`config.mk`:
```
export PLATFORM = sky130hd
export DESIGN_NAME = regfile_write_arbiter
export DESIGN_NICKNAME = d
export VERILOG_FILES = /design/src/rtl/regfile_write_arbiter.sv
export SDC_FILE = /design/constraint.sdc
export NUM_CORES = 1
export LEC_CHECK = 0
export CORE_MARGIN = 3
export CORE_UTILIZATION = 40
export DETAILED_ROUTE_END_ITERATION = 7
export HOLD_SLACK_MARGIN = 0.1
export MAX_ROUTING_LAYER = met4
export PLACE_DENSITY = 0.68
export SYNTH_ARGS = -nofsm -noshare
export SYNTH_HDL_FRONTEND = slang
export SYNTH_SLANG_ARGS = --single-unit
```
`constraint.sdc`:
```
create_clock -name clk -period 4.1 [get_ports clk]
set_input_delay 0.615 -clock clk [delete_from_list [all_inputs] [get_ports clk]]
set_output_delay 0.615 -clock clk [all_outputs]
set_load 0.05 [all_outputs]
```
`src/rtl/regfile_write_arbiter.sv`:
```
// Two-port register-file write arbiter.
// Each requester writes into its own small FIFO. One entry per cycle is popped,
// round-robin when both FIFOs hold work, and is registered onto the regfile
// write port. Writes to register 0 are consumed but never enabled. The
// pending vector marks every register with a write still queued or issuing.
module regfile_write_arbiter #(
   parameter int DATA_WIDTH = 32,
   parameter int ADDR_WIDTH = 5,
   parameter int DEPTH      = 2
) (
   input  logic                       clk,
   input  logic                       reset,
   input  logic                       a_valid,
   output logic                       a_ready,
   input  logic [ADDR_WIDTH-1:0]      a_addr,
   input  logic [DATA_WIDTH-1:0]      a_data,
   input  logic                       b_valid,
   output logic                       b_ready,
   input  logic [ADDR_WIDTH-1:0]      b_addr,
   input  logic [DATA_WIDTH-1:0]      b_data,
   output logic                       we,
   output logic [ADDR_WIDTH-1:0]      writeaddr,
   output logic [DATA_WIDTH-1:0]      writedata,
   output logic [2**ADDR_WIDTH-1:0]   pending
);

   localparam int PTR_W = $clog2(DEPTH);

   // Port 0 is requester A, port 1 is requester B.
   logic [ADDR_WIDTH-1:0] q_addr  [2][DEPTH];
   logic [DATA_WIDTH-1:0] q_data  [2][DEPTH];
   logic [DEPTH-1:0]      q_valid [2];
   logic [PTR_W-1:0]      wr_ptr  [2];
   logic [PTR_W-1:0]      rd_ptr  [2];

   logic [ADDR_WIDTH-1:0] in_addr [2];
   logic [DATA_WIDTH-1:0] in_data [2];
   logic [1:0]            in_valid;
   logic [1:0]            full;
   logic [1:0]            nonempty;
   logic [1:0]            ready;
   logic [1:0]            push;
   logic [1:0]            pop_sel;
   logic                  last_grant;
   logic [ADDR_WIDTH-1:0] head_addr;
   logic [DATA_WIDTH-1:0] head_data;

   assign in_valid   = {b_valid, a_valid};
   assign in_addr[0] = a_addr;
   assign in_addr[1] = b_addr;
   assign in_data[0] = a_data;
   assign in_data[1] = b_data;
   assign a_ready    = ready[0];
   assign b_ready    = ready[1];

   // Occupancy flags and accept handshake; readiness reflects start-of-cycle fullness only, so a pop never frees a slot early.
   always_comb begin
      full     = '0;
      nonempty = '0;
      ready    = '0;
      push     = '0;
      for (int p = 0; p < 2; p++) begin
         full[p]     = &q_valid[p];
         nonempty[p] = |q_valid[p];
         ready[p]    = ~reset & ~full[p];
         push[p]     = in_valid[p] & ready[p];
      end
   end

   // Round-robin pop selection: a sole non-empty FIFO wins, otherwise the port not granted last time.
   always_comb begin
      pop_sel = 2'b00;
      if (nonempty[0] && nonempty[1]) begin
         if (last_grant) pop_sel = 2'b01;
         else            pop_sel = 2'b10;
      end else if (nonempty[0]) begin
         pop_sel = 2'b01;
      end else if (nonempty[1]) begin
         pop_sel = 2'b10;
      end
      head_addr = pop_sel[1] ? q_addr[1][rd_ptr[1]] : q_addr[0][rd_ptr[0]];
      head_data = pop_sel[1] ? q_data[1][rd_ptr[1]] : q_data[0][rd_ptr[0]];
   end

   // FIFO storage and pointers; slots are tracked by per-entry valid bits and pointers wrap naturally at DEPTH.
   always_ff @(posedge clk) begin
      if (reset) begin
         for (int p = 0; p < 2; p++) begin
            q_valid[p] <= '0;
            wr_ptr[p]  <= '0;
            rd_ptr[p]  <= '0;
         end
      end else begin
         for (int p = 0; p < 2; p++) begin
            if (push[p]) begin
               q_addr[p][wr_ptr[p]]  <= in_addr[p];
               q_data[p][wr_ptr[p]]  <= in_data[p];
               q_valid[p][wr_ptr[p]] <= 1'b1;
               wr_ptr[p]             <= wr_ptr[p] + 1'b1;
            end
            if (pop_sel[p]) begin
               q_valid[p][rd_ptr[p]] <= 1'b0;
               rd_ptr[p]             <= rd_ptr[p] + 1'b1;
            end
         end
      end
   end

   // Issue stage: register the popped entry for one cycle; register 0 is consumed with the enable held low.
   always_ff @(posedge clk) begin
      if (reset) begin
         we         <= 1'b0;
         writeaddr  <= '0;
         writedata  <= '0;
         last_grant <= 1'b1;
      end else begin
         we <= (|pop_sel) && (head_addr != '0);
         if (|pop_sel) begin
            writeaddr  <= head_addr;
            writedata  <= head_data;
            last_grant <= pop_sel[1];
         end
      end
   end

   // Pending scoreboard: every live FIFO entry plus the enabled issue slot, never for register 0.
   always_comb begin
      pending = '0;
      for (int p = 0; p < 2; p++) begin
         for (int i = 0; i < DEPTH; i++) begin
            if (q_valid[p][i] && (q_addr[p][i] != '0)) pending[q_addr[p][i]] = 1'b1;
         end
      end
      if (we) pending[writeaddr] = 1'b1;
   end

endmodule

```
Word-level counts from Yosys, hierarchy flattened
Memories as Yosys holds them, arrays and structs flattened.
Index checks and enable logic that the tools add are counted.
- add/subtract/negate cells: 4
- $lt $le $gt $ge: 24
- muxes and demuxes: 83
- bitwise gates (word level): 27
- reductions and logical operators: 27
- operator list (cell ; number):
    two-way mux 32 bit ; 14
    two-way mux 64 bit ; 2
    bitwise OR 32 bit ; 4
    demux 32 bit (select 1 bit) ; 2
    two-way mux 5 bit ; 9
    two-way mux 1 bit ; 35
    less-than comparator 5 x 6 -> 1 bit (second input constant) ; 5
    demux 1 bit (select 5 bit) ; 5
    >= comparator 5 x 1 -> 1 bit (second input constant) ; 5
    nonzero test 5 bit ; 5
    two-way mux 10 bit ; 2
    logical AND 1 bit ; 17
    two-way mux 2 bit ; 8
    bitwise OR 1 bit ; 12
    demux 5 bit (select 1 bit) ; 2
    >= comparator 2 bit (second input constant) ; 4
    less-than comparator 1 x 2 -> 1 bit (second input constant) ; 4
    inverter 1 -> 2 bit ; 4
    OR reduction 2 bit ; 3
    adder 1 bit (second input constant) ; 4
    bitwise AND 1 bit ; 4
    demux 1 bit (select 1 bit) ; 4
    >= comparator 1 bit (second input constant) ; 4
    less-than comparator 2 x 1 -> 1 bit (second input constant) ; 2
    2 further kinds ; 5
- register bits after elaboration: 39
- RAM bits: 156
- bits of input ports: 78
- output and inout port bits: 72
- word-level logic and storage cells: 174
- memories: 5
- memory list (memory ; words ; width ; rd ports ; clocked after memory_dff ; write ports ; RTL line ; source):
    q_data ; 2 ; 64 ; 2 ; 0 ; 2 ; 31 ; logic [DATA_WIDTH-1:0] q_data [2][DEPTH];
    q_addr ; 2 ; 10 ; 2 ; 0 ; 2 ; 30 ; logic [ADDR_WIDTH-1:0] q_addr [2][DEPTH];
    q_valid ; 2 ; 2 ; 2 ; 0 ; 2 ; 32 ; logic [DEPTH-1:0] q_valid [2];
    rd_ptr ; 2 ; 1 ; 2 ; 0 ; 2 ; 34 ; logic [PTR_W-1:0] rd_ptr [2];
    wr_ptr ; 2 ; 1 ; 2 ; 0 ; 2 ; 33 ; logic [PTR_W-1:0] wr_ptr [2];

Logic depth before layout (Yosys ltp)
Gate-level depths: netlist (run 1).
- word-level depth: 13
- gate-level depth with buffers: 7
- depth with buffers taken out: 4

Least setup slack after synthesis (run 1)
Ideal clock, no wire load.
- path kind: in2reg
- start point: in reset
- end point: mem q_valid[0][0], enable pin
- library setup time: 297 ps
- arrival: 3677 ps
- data required time: 3803 ps
- path slack: 125 ps
- stages on the path: 5
- path buffers: 1
- path through: buf_2 a21oi_1 nand2_1 nor2_1 or3_1
- RTL lines (item ; RTL line ; source):
    from (decl) ; 12 ; input logic reset,
    to (decl) ; 32 ;

==> results of run 1 <==
[per-stage QoR]
step | instances | setup slack (ns)
after floorplan | 667 | 0.125
after global placement | 1051 | 1.05
after detailed placement | 1051 | 1.04
after CTS | 1083 | 0.561
after global routing | 1084 | 0.428
final | 1084 | 0.546
[cell usage in the layout (no fill, tap or decap), drive strengths merged, types with 19 or more instances in the layout]
cell type | Yosys | final
a2111oi | 38 | 38
a22oi | 22 | 22
and2 | 21 | 21
clkdlybuf4s50 | 0 | 148
dfxtp | 41 | 41
edfxtp | 154 | 154
mux2i | 36 | 36
nand2 | 27 | 27
nand3 | 20 | 20
nor2 | 61 | 61
nor3 | 19 | 19
[power by group through the flow]
stage,clock network [mW],logic (mW),registers (mW)
after floorplan,0,0.837,2.84
after global placement,0,1.68,2.57
after detailed placement,0,1.69,2.57
after CTS,1.75,1.69,2.53
after global routing,1.84,1.78,2.56
final,1.72,1.68,2.53
[cell families (layout without fill, tap and decap cells)]
logic type / Yosys count / in the layout
AO/OA/AOI/OAI: 152 / 152
buffers and inverters: 55 / 196
flip-flops: 195 / 195
multiplexers: 37 / 37
other: 0 / 1
AND/OR/NAND/NOR: 228 / 228
[metal layers]
layer  global-route usage  vias to the layer above  wire, um
li1                     -                     2914         -
met1                0.258                     3067     10100
met2                0.331                      259     11600
met3               0.0521                       46      1680
met4               0.0749                        0       568
met5                    -                        -         0
[path summary, 6_finish.rpt]
path / startpoint / end / slack, ns / cells after the start
max: q_addr[0][18] / pending[4] / 0.55 / 5
min: q_data[0][117] / writedata[21] / 0.48 / 1
max reg2reg: q_valid[1][0] / q_valid[0][1] / 1.61 / 4
min reg2reg: q_data[0][117] / writedata[21] / 0.48 / 1
[final cells by class]
class                      instances  area share
tap                              275      0.0312
sequential                       195       0.493
clock inverter                    14      0.0168
timing repair buffer             160       0.142
clock buffer                      18      0.0398
multi-input combinational        417       0.275
antenna                            1    0.000227
inverter                           4     0.00136
[sequential cells by signal (all words and copies together), names as in the netlist]
signal,flops
last_grant,1
wr_ptr,2
q_addr,20
rd_ptr,2
writeaddr,5
q_valid,4
q_data,128
writedata,32
we,1
[worst register-to-register path, cell delays in order, from the launching register on]
cell	delay, ns
dfxtp_1	0.72
nor2_4	0.13
o211ai_2	0.89
nor2_1	0.14
or3_1	0.36
==> summary.md, run 1 <==
| Metric | Value |
|---|---|
| Share of total power in the clock network | `0.290` |
| Element type at the critical path start | `flop` |
| Yosys reg bits | `195` |
| Cell-by-cell trace of the critical path | `nor3b_1 > nor4bb_1 > a221oi_1 > nand2_1 > clkdlybuf4s50_1` |
| Critical path data arrival time | `roughly 2.9 ns` |
| Worst Hold Class | `flop to flop` |
| DRC violation count after routing | `0` |
| Wire per inst | `22.1 um` |
| Setup tns final | `0 ns` |
| Final setup viols | `0` |
| Slew Viols, Final | `0` |
| Max IR drop VDD | `around 0.00032 V` |
| Count of routing violations after the opening detailed-route iteration | `roughly 650` |
| Number of optimization iterations in the first detailed-route pass | `5` |
| Internal power contribution | `between 3 and 4 mW` |
| Post-synthesis async set-or-reset flop share | `0` |
| Core occupancy in the finished layout | `0.520` |
| Clock tree from TritonCTS | `built` |
| Fmax | `281 MHz` |
| Number of global-route vias before repair | `between 6000 and 7000` |
| Portion of the clock cycle consumed by the worst path in the final layout | `0.867` |
| Number of instances in the synthesized netlist | `between 600 and 700` |
| Post-CTS repair timing setup buffer count | `0` |
| Combinational share of power | `0.283` |
| Library cells used by synthesis | `54` |
| Hold_ws | `0.477 ns` |
| Combined area of all synthesized cells | `0.00872 mm^2` |
| Outcome | `completed` |
| Area taken by flip-flops and latches | `roughly 0.0054 mm^2` |
| Arithmetic-cell share of the synthesized area counting full adders, half adders and majority gates | `0` |
| Source-to-sink clock delay at the later pin of the worst-skew pair | `around 0.43 ns` |
| Switching Fraction | `0.344` |
| Deepest level of the CTS H-tree | `4` |
| Critical path's top delay family | `simple AND/OR/NAND/NOR gates` |
| Count of antenna-violating nets left after detailed routing | `0` |
| Cell area after placement | `approximately 0.010 mm^2` |
| Wire length of the first global-routing pass | `roughly 37000 um` |
| Post-route total power | `between 5 and 6 mW` |
| Count of vias placed by the detailed router | `6286` |
| Largest net degree at the start of global routing | `between 40 and 50` |
| Cell leakage power | `around 3.6 nW` |
| Number of nets produced by synthesis | `about 750` |
| Row count | `53` |
| Syn. warnings | `0` |
| RSZ-0062 raised after global routing | `no` |
| Root buffer cell | `clkbuf_16` |
| Count of cells resized by post-cts repair | `0` |
| Post-route cell area | `0.0110 mm^2` |
| Nets | `~870` |
| Final period demand of the worst path | `roughly 3.6 ns` |
| Number of top-level design ports | `150` |
| Critical path start-end classification | `flop to output port` |
| Share of Yosys cell area claimed by the top area cell type | `0.531` |
| Filler Cell Count | `1859` |
| Count of hold buffers inserted by post-cts repair | `0` |
| Area share of xor/xnor cells in the synthesized design | `0` |
| Max incr delay on CP | `roughly 0.80 ns` |
| Total congestion overflow after global routing | `0` |
| Synthesized area per cell | `around 13 um^2` |
| Largest area contributor in the synthesized netlist | `edfxtp_1` |
| Top post-synthesis cells by count | `154 x edfxtp_1, 59 x nor2_1, 41 x dfxtp_1, 36 x mux2i_1, 27 x nand2_1` |
| Die Footprint | `~0.024 mm^2` |
| Height of the die | `between 150 and 200 um` |
| Post-synth EDFFs | `about 150` |
| Sequential fraction of design power | `0.427` |
| Overall Global Routing Usage | `0.207` |
| Mux cell area share after synthesis | `0.0426` |
| Num CTS Buffers | `17` |
| Proportion of layout cells with a drive suffix above 1 | `0.0953` |
| Post-synthesis compound-gate area fraction | `0.156` |
| Number of antenna violations at the first check in global routing | `1` |
| Worst-case clock buffer depth | `2` |
| Clock-pin transition on the worst setup and hold timing paths | `0.07 ns` |
| Vias per cell | `roughly 5.8` |
| Buffers plus inverters on the worst setup path | `1` |
| Final number of hold-violating endpoints | `0` |
| Most frequently used flop master after synthesis | `edfxtp_1` |
| Total number of clock tree sinks | `about 200` |
| Worst-path cell with the longest stage delay | `clkdlybuf4s50_1` |
| Area of the multi-input gates | `between 0.003 and 0.004 mm^2` |
| Aggregate routed wire length | `24000 um` |
| Slew margin rel. | `0.261` |
| Simple-Gate Fraction of Synth Area | `0.147` |
| Clock skew | `0.0114 ns` |
| Area Overhead vs Synth | `26.6%` |
| HPWL after detailed placement | `~17000 um` |
| Kind of capture point of the worst setup path | `output port` |
| Switching power total | `2.04 mW` |
| Largest cells by area after synthesis | `edfxtp_1 53%, dfxtp_1 9.4%, mux2i_1 4.1%, a2111oi_2 2.8%, nor2_1 2.5%` |
| Count of input and output buffers | `149` |
| Total core area | `~0.021 mm^2` |
| Max-capacitance violation count | `0` |
| Highest net fanout along the worst path | `9` |
| Most common cell in the netlist | `edfxtp_1` |
| Global placer's final weighted congestion | `0.995` |
| Pin slew with the least headroom to its limit | `about 1.1 ns` |
| Register area share after synthesis | `0.625` |
| Dominant combinational cell family by area after synthesis | `compound AO/OA/AOI/OAI gates` |
| Horizontal die dimension | `154 um` |
| Starting density of the core | `0.411` |
| Power density relative to cell area | `538 mW/mm^2` |
| Required time reported for the critical path endpoint | `3.48 ns` |
(Power assumes the default switching activity.)
==> run 2, diff against run 1 <==
--- a/config.mk
+++ b/config.mk
@@ -5,12 +5,13 @@
 export SDC_FILE = /design/constraint.sdc
 export NUM_CORES = 1
 export LEC_CHECK = 0
+export ABC_AREA = 0
 export CORE_MARGIN = 3
 export CORE_UTILIZATION = 40
 export DETAILED_ROUTE_END_ITERATION = 7
 export HOLD_SLACK_MARGIN = 0.1
 export MAX_ROUTING_LAYER = met4
-export PLACE_DENSITY = 0.68
+export PLACE_DENSITY = 0.71
 export SYNTH_ARGS = -nofsm -noshare
 export SYNTH_HDL_FRONTEND = slang
 export SYNTH_SLANG_ARGS = --single-unit
==> constraint.sdc (replaced) <==
create_clock -name clk -period 3.1 [get_ports clk]
set_input_delay 0.465 -clock clk [delete_from_list [all_inputs] [get_ports clk]]
set_output_delay 0.465 -clock clk [all_outputs]
set_load 0.05 [all_outputs]
==> run 2 against run 1 <==
  * Die area stayed put
  * Routed wire length rose by 3.2%
  * Global-route usage up 0.54 points
  * Critical path depth grew 1
  * Worst setup slack got worse by 0.39 ns
  * Via count up 2.8%
  * Non-clock buffer count grew 20
  * Largest power group unchanged
==> summary.md, run 2 (synthesized netlist as in run 1, its figures left out) <==
| Metric | Value |
|---|---|
| Clock skew | `roughly 0.0080 ns` |
| Count of vias placed by the detailed router | `around 6500` |
| Element type at the critical path start | `flop` |
| Hold_ws | `around 0.37 ns` |
| Source-to-sink clock delay at the later pin of the worst-skew pair | `approximately 0.43 ns` |
| Root buffer cell | `clkbuf_16` |
| Worst Hold Class | `input port to flop` |
| HPWL after detailed placement | `about 17000 um` |
| Outcome | `completed` |
| Clock tree from TritonCTS | `built` |
| Total core area | `0.0212 mm^2` |
| Setup tns final | `0 ns` |
| Cell leakage power | `between 3 and 4 nW` |
| Wire per inst | `about 22 um` |
| Pin slew with the least headroom to its limit | `approximately 1.1 ns` |
| Global placer's final weighted congestion | `about 0.95` |
| Aggregate routed wire length | `24700 um` |
| Max IR drop VDD | `approximately 0.00044 V` |
| Total congestion overflow after global routing | `0` |
| Count of antenna diodes in the layout | `0` |
| Final number of hold-violating endpoints | `0` |
| Flip-flop count of the largest register, all copies and words added | `around 130` |
| Clock-pin transition on the worst setup and hold timing paths | `~0.07 ns` |
| DRC violation count after routing | `0` |
| Count of input and output buffers | `149` |
| Total number of clock tree sinks | `between 150 and 200` |
| Worst-case clock buffer depth | `2` |
| Critical path data arrival time | `2.48 ns` |
| Overall Global Routing Usage | `0.213` |
| Kind of capture point of the worst setup path | `output port` |
| Num CTS Buffers | `17` |
| Number of global-route vias before repair | `6298` |
| Count of antenna-violating nets left after detailed routing | `0` |
| Count of hold buffers inserted by post-cts repair | `0` |
| RSZ-0062 raised after global routing | `no` |
| Number of optimization iterations in the first detailed-route pass | `7` |
| Max-capacitance violation count | `0` |
| Most used cells in the layout excluding fill and tap cells | `154 x edfxtp_1, 118 x clkdlybuf4s50_1, 57 x nor2_1` |
| Slew Viols, Final | `0` |
| Number of antenna violations at the first check in global routing | `0` |
| Fmax | `~340 MHz` |
| Largest net degree at the start of global routing | `41` |
| Deepest level of the CTS H-tree | `4` |
| Row count | `between 50 and 60` |
| Height of the die | `approximately 150 um` |
| Count of routing violations after the opening detailed-route iteration | `548` |
| Starting density of the core | `0.411` |
| Horizontal die dimension | `154 um` |
| Commonest non-fill, non-tap cell in the layout | `edfxtp_1` |
| Highest net fanout along the worst path | `10` |
| Area Overhead vs Synth | `27.5%` |
| Slew margin rel. | `0.278` |
| Power density relative to cell area | `around 700 mW/mm^2` |
| Nets | `between 800 and 900` |
| Required time reported for the critical path endpoint | `2.63 ns` |
| Critical path start-end classification | `flop to output port` |
| Die Footprint | `roughly 0.024 mm^2` |
| Final period demand of the worst path | `between 2 and 3 ns` |
| Number of top-level design ports | `150` |
| Portion of the clock cycle consumed by the worst path in the final layout | `0.951` |
| Final setup viols | `0` |
| Wire length of the first global-routing pass | `around 38000 um` |
| Proportion of layout cells with a drive suffix above 1 | `0.143` |
| Vias per cell | `~5.9` |
run 2: cell count changes in the layout (fill, tap and decap cells not counted):
cell and delta:
clkinv_4 +3, inv_8 -2, dfxtp_1 -1, buf_4 +39, buf_12 +2, dfxtp_2 +1
clkinv_8 -1, clkdlybuf4s50_1 -30, dlymetal6s2s_1 +3, bufinv_16 -1, diode_2 -1, clkbuf_1 +1
dlygate4sd2_1 +6
run 2: power by group:
group          switching [mW]  total (mW)  internal, mW  leakage [nW]
Sequential              0.234        3.34          3.11          1.76
Clock                   0.976        2.13          1.16         0.286
Combinational            1.46        2.29         0.823          1.76
run 2: area by class of cell:
type	count	area [um^2]
clock buffer	19	443
inverter	4	15.0
clock inverter	13	143
multi-input combinational	417	3030
fill	1833	10100
tap	275	344
sequential	195	5450
timing repair buffer	180	1690
run 2: timing repair:
action                     4_1_cts  5_1_grt
setup endpoints to repair        7        3
setup buffers                    0        4
resized for setup                7        3
run 2: metrics by stage:
stage / cells / setup WS [ns] / power, mW / utilization / instance area, um^2
3_3_place_gp: 1067 / 0.324 / 5.68 / 0.495 / 10500
6_report: 1103 / 0.151 / 7.76 / 0.524 / 11100
2_1_floorplan: 667 / 0.0280 / 4.87 / - / 8730
4_1_cts: 1099 / 0.0552 / 7.80 / 0.522 / 11100
5_1_grt: 1103 / 0.0247 / 8.07 / 0.524 / 11100
3_5_place_dp: 1067 / 0.305 / 5.68 / 0.495 / 10500
run 2: path summary, 6_finish.rpt:
kind / slack [ns] / startpoint / cells after the start / endpoint
hold reg to reg: 0.47 / q_data[0][101] / 1 / writedata[5]
hold / removal: 0.37 / reset / 2 / writeaddr[3]
setup / recovery: 0.15 / q_valid[0][0] / 6 / pending[27]
setup reg to reg: 0.75 / q_valid[1][0] / 5 / q_valid[0][0]
run 2: critical path, stage by stage, from the launching register on:
cell             delay [ns]
edfxtp_1               0.40
buf_4                  0.19
nand3_1                0.23
o22ai_1                0.25
a21oi_1                0.06
o221ai_1               0.08
clkdlybuf4s50_1        0.83
run 2: layer usage:
metal  up-vias  global-route usage  part of all wire
met4         0              0.0715             0.020
met2       315               0.341              0.50
li1       2970                   -                 -
met3        40              0.0408             0.067
met5         -                   -                 0
met1      3136               0.274              0.42
==> run 3, diff against run 2 <==
--- a/config.mk
+++ b/config.mk
@@ -6,12 +6,13 @@
 export NUM_CORES = 1
 export LEC_CHECK = 0
 export ABC_AREA = 0
+export CORE_ASPECT_RATIO = 1.25
 export CORE_MARGIN = 3
 export CORE_UTILIZATION = 40
 export DETAILED_ROUTE_END_ITERATION = 7
 export HOLD_SLACK_MARGIN = 0.1
 export MAX_ROUTING_LAYER = met4
-export PLACE_DENSITY = 0.71
+export PLACE_DENSITY = 0.66
 export SYNTH_ARGS = -nofsm -noshare
 export SYNTH_HDL_FRONTEND = slang
 export SYNTH_SLANG_ARGS = --single-unit
==> run 3 against run 2 <==
  * Sequential share of layout area is 0.26 points lower
  * Via count increased by 1.3%
  * Fmax shrank 1.1%
==> summary.md, run 3 (synthesized netlist as in run 1, its figures left out) <==
| Metric | Value |
|---|---|
| Count of antenna-violating nets left after detailed routing | `0` |
| Die Footprint | `0.0236 mm^2` |
| Hold_ws | `between 0.4 and 0.5 ns` |
| R2r endpoint | `q_valid[0][1]` |
| Critical path start-end classification | `flop to output port` |
| Highest net fanout along the worst path | `9` |
| Worst-case clock buffer depth | `2` |
| HPWL after detailed placement | `a little over 20000 um` |
| Area Overhead vs Synth | `28.2%` |
| Flip-flop count of the largest register, all copies and words added | `between 100 and 150` |
| Pin slew with the least headroom to its limit | `roughly 0.97 ns` |
| Clock-pin transition on the worst setup and hold timing paths | `approximately 0.07 ns` |
| Outcome | `completed` |
| Worst hold path endpoint | `writedata[30]` |
| Total number of clock tree sinks | `~200` |
| Final non-filler cell total | `around 1100` |
| Crit path setup slack, layout | `between 0.1 and 0.15 ns` |
| Count of hold buffers inserted by post-cts repair | `0` |
| Core occupancy in the finished layout | `0.529` |
| Cell leakage power | `between 3 and 4 nW` |
| Critical path data arrival time | `2.52 ns` |
| Count of vias placed by the detailed router | `6542` |
| Wire length of the first global-routing pass | `41300 um` |
| Count of routing violations after the opening detailed-route iteration | `543` |
| DRC violation count after routing | `0` |
| Fmax | `between 300 and 400 MHz` |
| Commonest non-fill, non-tap cell in the layout | `edfxtp_1` |
| Post-route total power | `between 7 and 8 mW` |
| Count of input and output buffers | `approximately 150` |
| Final setup viols | `0` |
| Slew Viols, Final | `0` |
| Largest net degree at the start of global routing | `44` |
| Nets | `roughly 900` |
| Post-route cell area | `between 0.01 and 0.015 mm^2` |
| Vias per cell | `5.89` |
| Number of top-level design ports | `150` |
| Worst reg2reg path startpoint | `q_valid[1][0]` |
| Deepest level of the CTS H-tree | `4` |
| Source-to-sink clock delay at the later pin of the worst-skew pair | `0.42 ns` |
| Kind of capture point of the worst setup path | `output port` |
| Horizontal die dimension | `approximately 140 um` |
| Clock skew | `roughly 0.014 ns` |
| Required time reported for the critical path endpoint | `between 2 and 3 ns` |
| Worst Hold Class | `flop to flop` |
| Inst Count DP | `1079` |
| Power density relative to cell area | `~710 mW/mm^2` |
| Final number of hold-violating endpoints | `0` |
| Total congestion overflow after global routing | `0` |
| Worst reg2reg setup slack | `roughly 0.9 ns` |
| Clock tree from TritonCTS | `built` |
| Aggregate routed wire length | `roughly 27000 um` |
| Path depth of the worst reg2reg path | `5` |
| Most used cells in the layout excluding fill and tap cells | `154 x edfxtp_1, 117 x clkdlybuf4s50_1, 69 x buf_4` |
| Count of antenna diodes in the layout | `0` |
| Proportion of layout cells with a drive suffix above 1 | `0.162` |
| Worst Hold Depth | `1` |
| Total core area | `around 0.021 mm^2` |
| Max IR drop VDD | `between 0.0005 and 0.0006 V` |
| RSZ-0062 raised after global routing | `no` |
| Hold path startpoint | `q_data[0][126]` |
| Starting density of the core | `0.413` |
| Max-capacitance violation count | `0` |
| Slew margin rel. | `0.349` |
| Final period demand of the worst path | `2.98 ns` |
| Number of global-route vias before repair | `~7000` |
| Count of cells resized by post-cts repair | `1` |
| Post-CTS repair timing setup buffer count | `0` |
| Global placer's final weighted congestion | `a little under 1` |
| Number of antenna violations at the first check in global routing | `0` |
| Setup tns final | `0 ns` |
| Number of optimization iterations in the first detailed-route pass | `5` |
| Element type at the critical path start | `flop` |
| Row count | `59` |
| Cell area after placement | `roughly 0.011 mm^2` |
| Portion of the clock cycle consumed by the worst path in the final layout | `0.962` |
| Height of the die | `171 um` |
| Worst slack, placed | `just over 0.4 ns` |
| Root buffer cell | `clkbuf_16` |
| Num CTS Buffers | `17` |
| Wire per inst | `about 25 um` |
| Overall Global Routing Usage | `0.236` |
==> run 3: cell count changes in the layout (fill, tap and decap cells not counted), sizes merged <==
cell	before	now
buf	53	71
dlymetal6s2s	3	0
inv	10	11
clkbuf	19	17
dlygate4sd2	6	1
bufinv	1	2
clkdlybuf4s50	118	117
==> run 3: power by group <==
| group | switching [mW] | internal, mW |
|---|---|---|
| clock network | 1.00 | 1.23 |
| registers | 0.163 | 3.10 |
| logic | 1.56 | 0.856 |
==> run 3: layout make-up <==
| class | count | area, um^2 |
|---|---|---|
| sequential | 195 | 5450 |
| tap | 274 | 343 |
| clock buffer | 17 | 425 |
| timing repair buffer | 189 | 1720 |
| multi-input combinational | 417 | 3030 |
| fill | 1813 | 9940 |
| clock inverter | 15 | 189 |
| inverter | 4 | 15.0 |
==> run 3: layer usage <==
layer  routed length, um  track usage  vias to the layer above  part of all wire
met4                1340        0.121                        0             0.049
li1                    -            -                     2984                 -
met5                   0            -                        -                 0
met2               14200        0.412                      312              0.52
met1               10400        0.263                     3182              0.38
met3                1400       0.0352                       64             0.051
==> run 3: worst max-delay path, stage by stage, from the launching register on <==
cell and delay, ns:
edfxtp_1 0.51, nand2b_1 0.33, nor3b_1 0.58, nand3_1 0.29
o211ai_1 0.16, buf_4 0.23
==> run 3: how the worst max path moves through the flow <==
stage	end	from	cells after the start	slack [ns]
floorplan	q_valid[0][1]	reset	4	0.03
finish	pending[26]	q_addr[0][2]	5	0.12
detailed placement	pending[20]	q_addr[0][17]	4	0.41
global placement	pending[26]	q_addr[0][2]	5	0.44
global route	pending[26]	q_addr[0][2]	5	0.06
CTS	pending[26]	q_addr[0][2]	5	0.08
